`src/rtl/clock_div_multi_pkg.sv`:
```
// clock_div_multi_pkg: shared widths and constant helpers for the multi-channel clock divider
package clock_div_multi_pkg;
  localparam int CNT_W_DEF = 32;
  function automatic int unsigned half_from_ms(int unsigned freq, int unsigned ms);
    return freq / 2000 * ms;
  endfunction
  function automatic int ch_w(int n);
    return (n > 1) ? $clog2(n) : 1;
  endfunction
endpackage

```
`src/rtl/clock_div_chan.sv`:
```
// clock_div_chan: one divider channel; ports clk/rst_n, en_i, clr_i, we_i/half_i (shadow write), clk_o, tick_o, pend_o
module clock_div_chan #(
  parameter int CNT_W = 32,
  parameter logic [CNT_W-1:0] DEF = '0
) (
  input  logic             clk,
  input  logic             rst_n,
  input  logic             en_i,
  input  logic             clr_i,
  input  logic             we_i,
  input  logic [CNT_W-1:0] half_i,
  output logic             clk_o,
  output logic             tick_o,
  output logic             pend_o
);
  logic [CNT_W-1:0] cnt_q, cnt_d, act_q, act_d, shd_q, shd_d;
  logic clk_q, clk_d, tick_q, tick_d, pend_q, pend_d;
  logic wrap, stop, apply;
  // stop and wrap are both safe points to swap in the shadow half-period
  always_comb begin
    wrap = cnt_q == act_q;
    stop = clr_i | ~en_i;
    apply = stop | wrap;
    cnt_d = apply ? '0 : cnt_q + CNT_W'(1);
    clk_d = stop ? 1'b0 : (wrap ? ~clk_q : clk_q);
    tick_d = ~stop & wrap & ~clk_q;
    act_d = (apply & pend_q) ? shd_q : act_q;
    shd_d = we_i ? half_i : shd_q;
    pend_d = we_i | (pend_q & ~apply);
  end
  always_ff @(posedge clk) begin
    if (!rst_n) begin
      cnt_q <= '0;
      clk_q <= 1'b0;
      tick_q <= 1'b0;
      pend_q <= 1'b0;
      act_q <= DEF;
      shd_q <= DEF;
    end else begin
      cnt_q <= cnt_d;
      clk_q <= clk_d;
      tick_q <= tick_d;
      pend_q <= pend_d;
      act_q <= act_d;
      shd_q <= shd_d;
    end
  end
  assign clk_o = clk_q;
  assign tick_o = tick_q;
  assign pend_o = pend_q;
endmodule

```
`src/rtl/clock_div_multi.sv`:
```
// clock_div_multi: NUM_CH programmable square-wave dividers; ports clk/rst_n, en, sync_clr, cfg_we/cfg_ch/cfg_half, clk_out, tick, cfg_pend
module clock_div_multi
  import clock_div_multi_pkg::*;
#(
  parameter int NUM_CH = 4,
  parameter int CNT_W = CNT_W_DEF,
  parameter int unsigned CLK_FREQ_HZ = 50000000,
  parameter int unsigned PERIOD_MS = 10,
  parameter int CH_W = ch_w(NUM_CH)
) (
  input  logic              clk,
  input  logic              rst_n,
  input  logic [NUM_CH-1:0] en,
  input  logic              sync_clr,
  input  logic              cfg_we,
  input  logic [CH_W-1:0]   cfg_ch,
  input  logic [CNT_W-1:0]  cfg_half,
  output logic [NUM_CH-1:0] clk_out,
  output logic [NUM_CH-1:0] tick,
  output logic [NUM_CH-1:0] cfg_pend
);
  localparam logic [CNT_W-1:0] DEFAULT_HALF = CNT_W'(half_from_ms(CLK_FREQ_HZ, PERIOD_MS));
  // an out-of-range cfg_ch matches no channel, so the write is dropped
  for (genvar g = 0; g < NUM_CH; g++) begin : g_ch
    clock_div_chan #(.CNT_W(CNT_W), .DEF(DEFAULT_HALF)) u_chan (
      .clk(clk),
      .rst_n(rst_n),
      .en_i(en[g]),
      .clr_i(sync_clr),
      .we_i(cfg_we && cfg_ch == CH_W'(g)),
      .half_i(cfg_half),
      .clk_o(clk_out[g]),
      .tick_o(tick[g]),
      .pend_o(cfg_pend[g])
    );
  end
endmodule
```
`config.mk`:
```
export PLATFORM = sky130hd
export DESIGN_NAME = clock_div_multi
export DESIGN_NICKNAME = d
export VERILOG_FILES = /design/src/rtl/clock_div_multi_pkg.sv /design/src/rtl/clock_div_chan.sv /design/src/rtl/clock_div_multi.sv
export SDC_FILE = /design/constraint.sdc
export NUM_CORES = 1
export LEC_CHECK = 0
export ABC_AREA = 0
export BUFFER_PORTS_ARGS = -buffer_cell sky130_fd_sc_hd__buf_2
export CAP_MARGIN = 20
export CELL_PAD_IN_SITES_DETAIL_PLACEMENT = 1
export CELL_PAD_IN_SITES_GLOBAL_PLACEMENT = 2
export CORE_MARGIN = 1.5
export CORE_UTILIZATION = 41
export CTS_CLUSTER_SIZE = 40
export DETAILED_ROUTE_END_ITERATION = 6
export PLACE_DENSITY_LB_ADDON = 0.2
export REMOVE_ABC_BUFFERS = 1
export SLEW_MARGIN = 20
export SYNTH_ARGS = -nofsm -noshare
export SYNTH_HDL_FRONTEND = slang
export SYNTH_SLANG_ARGS = --single-unit
```
`constraint.sdc`:
```
create_clock -name clk -period 4.5 [get_ports clk]
set_clock_uncertainty 0.05 [all_clocks]
set_input_delay 0.675 -clock clk [delete_from_list [all_inputs] [get_ports clk]]
set_output_delay 0.675 -clock clk [all_outputs]
set_load 0.02 [all_outputs]
```
==> run metrics <==
grt met1 use 33.8%; Achievable Freq 340 MHz; Die Span X 228 um; Post-synth EDFFs 0; Clock Path Buffers 3; GRT busiest layer met2; root buffer cell clkbuf_16; crit-path leading delay family simple AND/OR/NAND/NOR gates; # rows 82; met3 usage 3.28%; antenna cells 0; first-pass GRT wire length 107,000 um; Max Slew Vio Count 0; M2 GR Usage 42.4%; GR Overflow Total 0; CP arrival 3.40 ns; drt wl/cell 20.4 um; RSZ-0062 raised after global routing no; Cell Chain, Critical Path xor2_1 > nor4_1 > nand4_1 > buf_4 > or3_1 > a21oi_1; Placer Congestion 0.822; ratio of cells with drive above 1 in the final layout 8.06%; Initial Util 41.5%; share of synthesized flip-flops with an asynchronous set or reset 0%; hold_ws 0.377 ns; maximum VDD drop 253 uV; fin crit share 65.4%; worst reg2reg path endpoint g_ch[3].u_chan.clk_o; TritonCTS clock tree yes; crit path kind reg2reg; DRT iter0 DRCs 1,078; Hold Path Cell Cnt 3; Final Hold Vio Count 0; DIE HEIGHT 228 um; crit path time final 2.94 ns; Core Region 50,100 um2; Post-synth top cells nand2_1 (423), dfxtp_1 (396), nor2_1 (344), nand3_1 (202), xor2_1 (190); syn avg cell area 7.83 um2; gr usage total 25.5%; Final Non-Filler Cells 3,252; yosys warns 0; Rel. slew slack 33.7%; Finished Cell Area 22,600 um2; postcts setup bufs 0; synthesized area 20,800 um2; initial antenna violation count 3; post-synth top area share 38.2%; full die area 52,000 um2; Post-DRT Antenna Nets 0; critical path launch point type register; multi-input logic area 11,600 um2; sequential area share after synthesis 38.2%; drt drc 0; TNS Setup 0 ns; CP peak stage delay 0.74 ns; Cells after DPL 3,168; hpwl dp 43,300 um; PostCTS Resize Cnt 0; Yosys cell types 45; DP Area 21,000 um2; top-count cell post-synth nand2_1; worst r2r src g_ch[3].u_chan.cnt_q[22]; Area contributors post-synth dfxtp_1 (38%), xor2_1 (8.0%), nand2_1 (7.6%); number of fill cells in the layout 6,084; Synth area leader dfxtp_1; Worst EP required 4.96 ns; CTS clk-pin slew, worst paths 0.06 ns; Routed WL 66,300 um; final core utilization 45.2%; reg2reg path depth 6; Critical Path Slowest Stage Cell nand4_1; DR pass1 iterations 5; CTS Buf Count 47; flops & latches, synth 396; clock latency on the worst-skew pair 0.60 ns; Setup-failing EPs final 0; io pins 54; highest fanout seen on the critical path 21; hold path endpoint g_ch[1].u_chan.shd_q[19]; H-tree levels 2; final net count 2,591; r2r setup slk 1.56 ns; Worst-Margin Slew 0.995 ns; CTS Hold Bufs 0; Area Growth Syn to Fin 9.04%; routed vias/inst 5.75; clk sinks 396; cells after synthesis 2,650; Port Buffer Count 53; Vias 18,710; CP bufs+invs 1; register area 7930 um2; largest net degree at the start of global routing 104; Top FF cell, synth dfxtp_1; Hold Startpoint cfg_half[19]; Crit. End Element register; PD cells 352 nW/um2; status finished, final reports clean; leakage power 0.00791 uW; vias in the first global route 19,132; worst hold path class in2reg; number of max-cap violations 0
==> sequential cells by signal, indices dropped and copies added (netlist names) <==
name	count
g_ch.u_chan.cnt_q	128
g_ch.u_chan.tick_o	4
g_ch.u_chan.clk_o	4
g_ch.u_chan.shd_q	128
g_ch.u_chan.act_q	128
g_ch.u_chan.pend_o	4
==> metal layers <==
metal	vias to the layer above	part of all wire, %	routed length (um)
met1	9333	47	31200
met3	105	3.1	2080
li1	8990	-	-
met2	278	47	30900
met4	4	3.2	2100
met5	-	0.033	22
==> cells in the final DEF, fill, tap and decap left out, types with 5 or more instances in the layout <==
cell / n
nand2_1: 423
dfxtp_1: 392
nor2_1: 343
nand3_1: 202
xor2_1: 190
o21ai_0: 133
a21boi_0: 103
o211ai_1: 103
a41oi_1: 100
nor3_1: 69
xnor2_1: 58
buf_2: 52
clkbuf_16: 49
nor4_1: 42
nand4_1: 41
nor2b_1: 31
nand2b_1: 28
a211oi_1: 28
buf_4: 27
and4_1: 26
clkbuf_8: 15
nor4_2: 13
and3_1: 13
clkbuf_1: 13
inv_1: 11
nand4_2: 6
nor3_2: 6
and2_1: 5
or3_1: 5
buf_12: 5
==> tightest hold or removal path: stages <==
cell	delay (ns)
buf_2	0.16
nand2_1	0.07
a21boi_0	0.07
==> power breakdown <==
part | switching [uW] | internal, uW | total [uW]
combinational | 289 | 96.5 | 385
clock | 1570 | 2400 | 3970
sequential | 53.5 | 3560 | 3610
total | 1910 | 6060 | 7970
==> through the flow <==
| step | worst slack [ns] | power [uW] |
|---|---|---|
| finish | 1.56 | 7970 |
| global route | 1.28 | 8240 |
| floorplan | 1.62 | 3830 |
| detailed placement | 1.56 | 4070 |
| CTS | 1.54 | 8060 |
| global placement | 1.68 | 4060 |
==> logic make-up (layout without fill, tap and decap cells) <==
family                     Yosys count  count (layout)  synth area share [%]
AOI/OAI and AO/OA                  475             475                  16.2
DFF                                396             396                  38.2
buffers and inverters              250             180                  5.77
and+or+nand+nor                   1277            1277                  29.2
adders and majority gates            4               4                 0.241
xor gates and xnor gates           248             248                  10.5
==> worst max path at each step <==
stage | cells after the start | slack [ns] | endpoint | from
detailed placement | 6 | 1.56 | g_ch[3].u_chan.clk_o | g_ch[3].u_chan.cnt_q[1]
CTS | 6 | 1.54 | g_ch[3].u_chan.clk_o | g_ch[3].u_chan.cnt_q[1]
global route | 6 | 1.28 | g_ch[3].u_chan.clk_o | g_ch[3].u_chan.cnt_q[1]
global placement | 6 | 1.68 | g_ch[3].u_chan.clk_o | g_ch[3].u_chan.cnt_q[1]
finish | 6 | 1.56 | g_ch[3].u_chan.clk_o | g_ch[3].u_chan.cnt_q[22]
floorplan | 3 | 1.62 | g_ch[0].u_chan.shd_q[0] | cfg_ch[1]
==> cell type report <==
class                   instances  area share (%)
repair buffers                 85            2.55
clock buffers                  77            6.55
inverters                      11           0.182
well taps                     672            3.71
flip-flops and latches        396            35.0
multi-input cells            2004            51.5
clock inverters                 7           0.486
Note: power is estimated with default switching activity, not from simulation.
